## src/rtl/fifo_arb_pkg.sv

```systemverilog
// Shared types and sizing helpers for the fifo_sync write-port arbiter.
package fifo_arb_pkg;

    typedef enum logic {
        IDLE  = 1'b0,
        GRANT = 1'b1
    } arb_state_t;

    // Width of a requester index; never less than one bit.
    function automatic int unsigned id_width(input int unsigned n);
        int unsigned w;
        w = 32'($clog2(n));
        return (w < 1) ? 1 : w;
    endfunction

    // Width of the per-grant beat counter.
    function automatic int unsigned beat_width(input int unsigned max_burst);
        return 32'($clog2(max_burst + 1));
    endfunction

endpackage

```

## src/rtl/fifo_wr_arbiter_rr_priority_pick.sv

```systemverilog
// Round-robin priority search: first set request after rr_last, wrapping mod N_REQ.
module rr_priority_pick
    import fifo_arb_pkg::*;
#(
    parameter int unsigned N_REQ = 4,
    parameter int unsigned IDW   = 2
) (
    input  logic [N_REQ-1:0] req,
    input  logic [IDW-1:0]   rr_last,
    output logic [IDW-1:0]   winner,
    output logic             any
);

    int unsigned idx;
    logic [IDW-1:0] idx_w;

    // Offsets start at 1 so the previous winner is examined last.
    always_comb begin
        winner = '0;
        any    = 1'b0;
        idx    = 0;
        idx_w  = '0;
        for (int unsigned i = 1; i <= N_REQ; i++) begin
            idx   = (32'(rr_last) + i) % N_REQ;
            idx_w = IDW'(idx);
            if (!any && req[idx_w]) begin
                winner = idx_w;
                any    = 1'b1;
            end
        end
    end

endmodule

```

## src/rtl/fifo_wr_arbiter.sv

```systemverilog
// Round-robin burst arbiter sharing one fifo_sync write port among N_REQ producers.
// Optional FIFO_ARB_AF_THROTTLE_EN: end the burst on any beat written while almost_full.
module fifo_wr_arbiter
    import fifo_arb_pkg::*;
#(
    parameter int unsigned N_REQ     = 4,
    parameter int unsigned WIDTH     = 8,
    parameter int unsigned MAX_BURST = 4,
    localparam int unsigned IDW      = id_width(N_REQ)
) (
    input  logic                   clk,
    input  logic                   rst_n,
    input  logic [N_REQ-1:0]       req_valid,
    input  logic [N_REQ*WIDTH-1:0] req_data,
    output logic [N_REQ-1:0]       req_ready,
    input  logic                   fifo_full,
    input  logic                   fifo_almost_full,
    output logic                   fifo_write_en,
    output logic [WIDTH-1:0]       fifo_din,
    output logic [IDW-1:0]         grant_id,
    output logic                   busy
);

    localparam int unsigned BW = beat_width(MAX_BURST);

    arb_state_t      state, state_n;
    logic [IDW-1:0]  grant_n;
    logic [IDW-1:0]  rr_last, rr_n;
    logic [BW-1:0]   beat_cnt, beat_n;
    logic [IDW-1:0]  pick_id;
    logic            pick_any;
    logic            sel_valid;
    logic            xfer;
    logic            last_beat;
    logic            af_release;
    logic [WIDTH-1:0] slice [N_REQ];

    for (genvar g = 0; g < N_REQ; g++) begin : g_slice
        assign slice[g] = req_data[g*WIDTH +: WIDTH];
    end

`ifdef FIFO_ARB_AF_THROTTLE_EN
    assign af_release = fifo_almost_full;
`else
    logic unused_af;
    assign af_release = 1'b0;
    assign unused_af  = fifo_almost_full;
`endif

    rr_priority_pick #(
        .N_REQ (N_REQ),
        .IDW   (IDW)
    ) u_pick (
        .req     (req_valid),
        .rr_last (rr_last),
        .winner  (pick_id),
        .any     (pick_any)
    );

    assign sel_valid = req_valid[grant_id];
    assign xfer      = (state == GRANT) && sel_valid && !fifo_full;
    assign last_beat = (beat_cnt == BW'(MAX_BURST - 1));
    assign fifo_din  = slice[grant_id];

    // Next state and handshake outputs; write port is driven straight from the grant.
    always_comb begin
        state_n       = state;
        grant_n       = grant_id;
        rr_n          = rr_last;
        beat_n        = beat_cnt;
        req_ready     = '0;
        fifo_write_en = 1'b0;
        case (state)
            IDLE: begin
                if (pick_any) begin
                    grant_n = pick_id;
                    rr_n    = pick_id;
                    beat_n  = '0;
                    state_n = GRANT;
                end
            end
            GRANT: begin
                req_ready[grant_id] = !fifo_full;
                fifo_write_en       = xfer;
                if (!sel_valid) begin
                    state_n = IDLE;
                end else if (xfer) begin
                    if (last_beat || af_release) begin
                        state_n = IDLE;
                        beat_n  = '0;
                    end else begin
                        beat_n = beat_cnt + BW'(1);
                    end
                end
            end
            default: state_n = IDLE;
        endcase
    end

    always_ff @(posedge clk) begin
        if (!rst_n) begin
            state    <= IDLE;
            grant_id <= '0;
            rr_last  <= IDW'(N_REQ - 1);
            beat_cnt <= '0;
            busy     <= 1'b0;
        end else begin
            state    <= state_n;
            grant_id <= grant_n;
            rr_last  <= rr_n;
            beat_cnt <= beat_n;
            busy     <= (state_n == GRANT);
        end
    end

endmodule

```

## config.mk

```make
export PLATFORM = sky130hd
export DESIGN_NAME = fifo_wr_arbiter
export DESIGN_NICKNAME = d
export VERILOG_FILES = /design/src/rtl/fifo_arb_pkg.sv /design/src/rtl/fifo_wr_arbiter_rr_priority_pick.sv /design/src/rtl/fifo_wr_arbiter.sv
export SDC_FILE = /design/constraint.sdc
export NUM_CORES = 1
export LEC_CHECK = 0
export BUFFER_PORTS_ARGS = -buffer_cell sky130_fd_sc_hd__buf_4
export CAP_MARGIN = 30
export CELL_PAD_IN_SITES_DETAIL_PLACEMENT = 1
export CELL_PAD_IN_SITES_GLOBAL_PLACEMENT = 1
export CORE_ASPECT_RATIO = 1.5
export CORE_MARGIN = 2
export CORE_UTILIZATION = 27
export CTS_CLUSTER_DIAMETER = 50
export CTS_CLUSTER_SIZE = 20
export DETAILED_ROUTE_END_ITERATION = 8
export PLACE_DENSITY_LB_ADDON = 0.1
export SLEW_MARGIN = 25
export SYNTH_ARGS = -nofsm -noshare
export SYNTH_HDL_FRONTEND = slang
export SYNTH_SLANG_ARGS = --single-unit
export TNS_END_PERCENT = 20
```

## constraint.sdc

```tcl
create_clock -name clk -period 1.4 [get_ports clk]
set_input_delay 0.07 -clock clk [delete_from_list [all_inputs] [get_ports clk]]
set_output_delay 0.07 -clock clk [all_outputs]
set_load 0.01 [all_outputs]
```

## Yosys cells after proc, flatten, opt, wreduce, memory -nomap -nowiden

Index checks and enable logic that the tools add are counted.

- Divide/modulo/power cells: 0
- Equality and inequality tests: 4
- Bitwise logic cells: 3
- Add/subtract/negate cells: 5
- Reductions and logical operators: 12
- Multiply operators: 0
- Mux-type cells: 35
- Order comparisons: 7
- Shift-type cells: 0

Operator list:

| cell | number |
|---|---|
| 8-bit binary-select mux with 2-bit select | 1 |
| 8-bit two-way mux | 2 |
| 2-bit by 3-bit < comparator with 1-bit output, second input constant | 5 |
| 1-bit two-way mux | 15 |
| 3-bit two-way mux | 4 |
| 1-bit binary-select mux with 2-bit select | 5 |
| 2-bit two-way mux | 4 |
| 1-bit logical AND | 6 |
| 3-bit one-hot mux with 2 select lines | 1 |
| 2-bit by 1-bit adder with 2-bit output, second input constant | 2 |
| 2-bit adder, second input constant | 2 |
| 4-bit bitwise AND | 1 |
| 1-bit zero test | 4 |
| 4-bit two-way mux | 1 |
| 2-bit by 1-bit inequality test with 1-bit output, second input constant | 2 |
| 3-bit by 1-bit adder with 3-bit output, second input constant | 1 |
| 3-bit by 2-bit == test with 1-bit output, second input constant | 1 |
| 3-bit >= comparator, second input constant | 1 |
| 2-bit inverter with 3-bit output | 1 |
| 3-bit AND reduction | 1 |
| 1-bit demux with 2-bit select | 1 |
| 2-bit by 1-bit >= comparator with 1-bit output, second input constant | 1 |
| 2-bit inequality test, second input constant | 1 |
| 1-bit one-hot mux with 2 select lines | 1 |
| other kinds (2) | 2 |

- Bits in read-only memories: 0
- Memories: 0
- Memory bits (writable): 0
- Output and inout port bits: 16
- Word-level logic and storage cells: 70
- Bits in registers: 8
- Input bits: 40
- Bits in latches: 0

## Depth between registers and ports, before layout

- Depth in word-level cells: 15
- Mapped depth: 5
- Gate-level depth less buffers: 4

## Modules after synthesis

A second synthesis with hierarchy kept.

- Cell total of the unflattened synthesis: 71
- Area, all modules: 739.5 µm²

By module, submodules not included:

| module | area each (µm²) | seq. area each (µm²) | times used | cells each |
|---|---|---|---|---|
| fifo_wr_arbiter | 648.1 | 160.2 | 1 | 57 |
| rr_priority_pick | 91.3 | 0.0 | 1 | 14 |

## Least setup slack after synthesis

Ideal clock, no wire load.

- Path type: reg-to-output
- Start: register grant_id[0]
- End: output port fifo_din[2]
- Slack: -4 ps
- Arrival: 1334 ps
- Stages on the path, launching flop included: 4
- Buffers on the path: 2
- Data required time: 1330 ps
- Cells stage by stage: dfxtp_1 > buf_2 > buf_2 > mux4_2

- Cells in the longest elaborated chain, start to end: 4

RTL lines:

| item | RTL line | RTL |
|---|---|---|
| start, declared | fifo_wr_arbiter.sv:20 | `output logic [IDW-1:0] grant_id,` |
| start signal, assigned | fifo_wr_arbiter.sv:109 | `grant_id <= grant_n;` |
| 2-bit inverter with 3-bit output (implied by the code) | fifo_wr_arbiter.sv:63 | `assign fifo_din = slice[grant_id];` |
| 8-bit binary-select mux with 2-bit select | fifo_wr_arbiter.sv:63 |  |
| 8-bit two-way mux (implied by the code) (2 in series) | fifo_wr_arbiter.sv:63 |  |
| end, declared | fifo_wr_arbiter.sv:19 | `output logic [WIDTH-1:0] fifo_din,` |

No other way between the ends. The select of a mux whose other input is x is not followed.

## Final worst setup path

- Start: register grant_id[0]
- End: output port fifo_din[7]

Same word-level chain as after synthesis.

==> results.sh <==
export IMPL_dieWidth_um=46.59
export IMPL_reg2reg_from="grant_id[1]$_SDFFE_PN0P_"
export IMPL_dieHeight_um=67.88
export IMPL_end_kind="output pin"
export IMPL_synth_seq_cells=8
export IMPL_tightestPinTransition_ns=0.3832
export IMPL_start_util_pct=28.05
export IMPL_violations="setup timing"
export IMPL_cp_cell_sequence="clkbuf_16 > mux4_2 > buf_6"
export IMPL_layout_drive_gt1_share_pct=64.18
export IMPL_cts_tree="yes"
export IMPL_drv_slew=0
export IMPL_detail_route_antenna_nets=0
export IMPL_numClockSinks=8
export IMPL_critPathMaxStageDelay_ns=0.49
export IMPL_reg2regPathDepth=5
export IMPL_rows=23
export IMPL_grt_util_all_layers_pct=16.97
export IMPL_path_clk_slew_ns=0.04
export IMPL_max_slew_margin_pct=74.41
export IMPL_total_power_mw=1.052
export IMPL_arrival_ns=1.39
export IMPL_maxCapViolCount=0
export IMPL_setup_viol=9
export IMPL_power_density_mw_per_mm2=798.3
export IMPL_worstSetupStartpointType="flip-flop"
export IMPL_routed_wl_um=2558
export IMPL_cp_num_buf_inv=2
export IMPL_post_route_period_util_pct=104.3
export IMPL_grt_max_degree=15
export IMPL_yosysUniqueCellTypes=33
export IMPL_final_hold_viol_count=0
export IMPL_worst_setup_path_type="reg2out"
export IMPL_syn_nets=116
export IMPL_n_antenna_cell=0
export IMPL_r2r_end="beat_cnt[0]$_SDFFE_PN0P_"
export IMPL_worst_endpoint_required_ns=1.33
export IMPL_wl_per_cell_um=14.96
export IMPL_crit_path_top_delay_cell="mux4_2"
export IMPL_cts_made_buffers=3
export IMPL_worst_slack_ns=-0.06071
export IMPL_dr_total_vias=866
export IMPL_hp_class="in2reg"
export IMPL_io_buffer_count=54
export IMPL_area_growth_pct=79.39
export IMPL_clk_insertion_delay_late_ns=0.23
export IMPL_viasPerCell=5.064
export IMPL_min_path_cells=2
export IMPL_final_nets=177
export IMPL_synth_warnings=0
export IMPL_finalInstanceArea_mm2=0.001318
export IMPL_route_detailed_drc=0
export IMPL_pin_count=56
export IMPL_power_leakage_nw=0.5872
export IMPL_core_area_mm2=0.002619
export IMPL_cts_hold_buf=0
export IMPL_critPathLaunch="grant_id[0]$_SDFFE_PN0P_"
export IMPL_syn_inst=75
export IMPL_synth_area_per_cell_um2=9.793
export IMPL_rsz0062_at_grt="yes"
export IMPL_placed_cell_area_mm2=0.001187
export IMPL_grt_overflow_total=0
export IMPL_max_freq_mhz=684.6
export IMPL_root_buffer="clkbuf_8"
export IMPL_synth_area_um2=734.5
export IMPL_grt_pass1_wl_um=3857
export IMPL_skew_ns=0.003022
export IMPL_period_minus_slack_ns=1.461
export IMPL_worstPathMaxFanout=6
export IMPL_status="finished, violations left"
export IMPL_drt_iter0_drc=4
export IMPL_place_ws_ns=0.06602
export IMPL_crit_family="multiplexers"
export IMPL_hold_start="rst_n"
export IMPL_n_fill_cell=311
export IMPL_htreeDepth=1
export IMPL_hpwl_um=2002
export IMPL_antenna_found_initial=0
export IMPL_globalplace_congestion=0.7927
export IMPL_cts_path_max_buffers=2
export IMPL_rrSetupSlack_ns=0.06
export IMPL_grt_pass1_vias=917
export IMPL_ir_worst_vdd_v=0.0006207
export IMPL_firstDrtPassIters=4
export IMPL_fp_dieArea_mm2=0.003162
export IMPL_seq_area_frac_synth_pct=21.81
export IMPL_min_to="rr_last[1]$_SDFFE_PN1P_"
[cell type report]
cell class	instances	area, um2	share of cell area (%)
sequential	8	166.4	12.63
tap	37	46.29	3.514
inverter	2	7.507	0.5698
clock buffer	3	41.29	3.134
multi-input combinational	61	541.8	41.12
timing repair buffer	60	514.2	39.03
[cells in the final DEF (no fill, tap or decap), types with 2 or more instances in the layout]
cell type  netlist  routed
a21oi_1          4       4
buf_6            0       9
nand2_1          5       5
nand4_1          3       3
o21ai_1          3       3
buf_4            0      49
nand2b_1         4       4
o21ai_0          2       2
nor2_1           7       7
mux4_2           9       9
dfxtp_2          0       2
a21boi_1         2       2
clkbuf_8         0       3
nand3_1          3       3
nor3b_1          2       2
dfxtp_1          8       5
[worst max path at each step]
stage	end	slack, ns	depth (start not counted)
2_1_floorplan	beat_cnt[0]$_SDFFE_PN0P_	0.01	4
3_3_place_gp	rr_last[0]$_SDFFE_PN1P_	0.12	4
3_5_place_dp	rr_last[1]$_SDFFE_PN1P_	0.07	4
4_1_cts	fifo_din[0]	-0.07	3
5_1_grt	fifo_din[0]	-0.1	3
6_report	fifo_din[7]	-0.06	3
[kinds of logic (layout without fill, tap and decap cells)]
| logic type | Yosys count | after routing | synth area share [%] |
|---|---|---|---|
| AOI/OAI and AO/OA | 17 | 17 | 16.52 |
| and+or+nand+nor | 34 | 34 | 26.75 |
| DFF | 8 | 8 | 21.81 |
| buffers and inverters | 6 | 65 | 5.620 |
| adders and majority gates | 1 | 1 | 1.703 |
| muxes | 9 | 9 | 27.60 |
[cells in the mapped netlist (all sizes together)]
library cell	instances	area [um2]
or2	1	6.260
nor3	1	5.000
a21boi	2	15.01
or3b	1	8.760
nand4	3	18.77
nand2b	4	25.02
o311ai	1	8.760
buf	3	15.01
o21ai	6	33.78
mux4	9	202.7
and3	1	6.260
ha	1	12.51
and3b	1	10.01
o31ai	1	12.51
nand2	6	30.03
nor3b	2	15.01
bufbuf	1	18.77
o211ai	1	7.510
dfxtp	8	160.2
or2b	1	7.510
nand3	3	15.01
a2111oi	1	15.01
nand4b	1	8.760
a21o	1	8.760
and2b	1	7.510
a21oi	4	20.02
nor2	8	32.54
inv	2	7.500
[registers in the layout (all words and copies together), names as in the netlist]
name,cells
rr_last,2
state,1
grant_id,2
beat_cnt,3
[worst register-to-register path, stage by stage (launching register included)]
cell and delay, ns:
dfxtp_2 0.33, mux4_2 0.54, nand2_4 0.09, buf_4 0.13, nand4_1 0.11, o31ai_2 0.07
[where the power goes]
group / internal, mW / switching, mW
Sequential: 0.250 / 0.0293
Clock: 0.186 / 0.0875
Combinational: 0.309 / 0.190
Total: 0.745 / 0.307
[what timing repair did]
action	4_1_cts	5_1_grt
setup buffers	2	0
pin swaps	1	0
gates resized for setup	11	4
endpoints found under the setup margin	9	13
cloned	0	1
[stage by stage]
stage | hold WS, ns | TNS, ns | util [%] | instances
after floorplan | 0.2484 | 0 | - | 75
after global routing | 0.1061 | -0.7682 | 50.31 | 171
after global placement | 0.3221 | 0 | 45.34 | 165
after detailed placement | 0.3278 | 0 | 45.34 | 165
final | 0.09610 | -0.4263 | 50.31 | 171
after CTS | 0.09526 | -0.5410 | 48.88 | 170
[layer usage]
| metal | track usage, % | routed length, um |
|---|---|---|
| met3 | 4.222 | 242 |
| met5 | 0 | 0 |
| met1 | 15.03 | 807 |
| met2 | 32.99 | 1472 |
| met4 | 8.571 | 35 |
No activity file was read; power rests on OpenSTA's default activity.
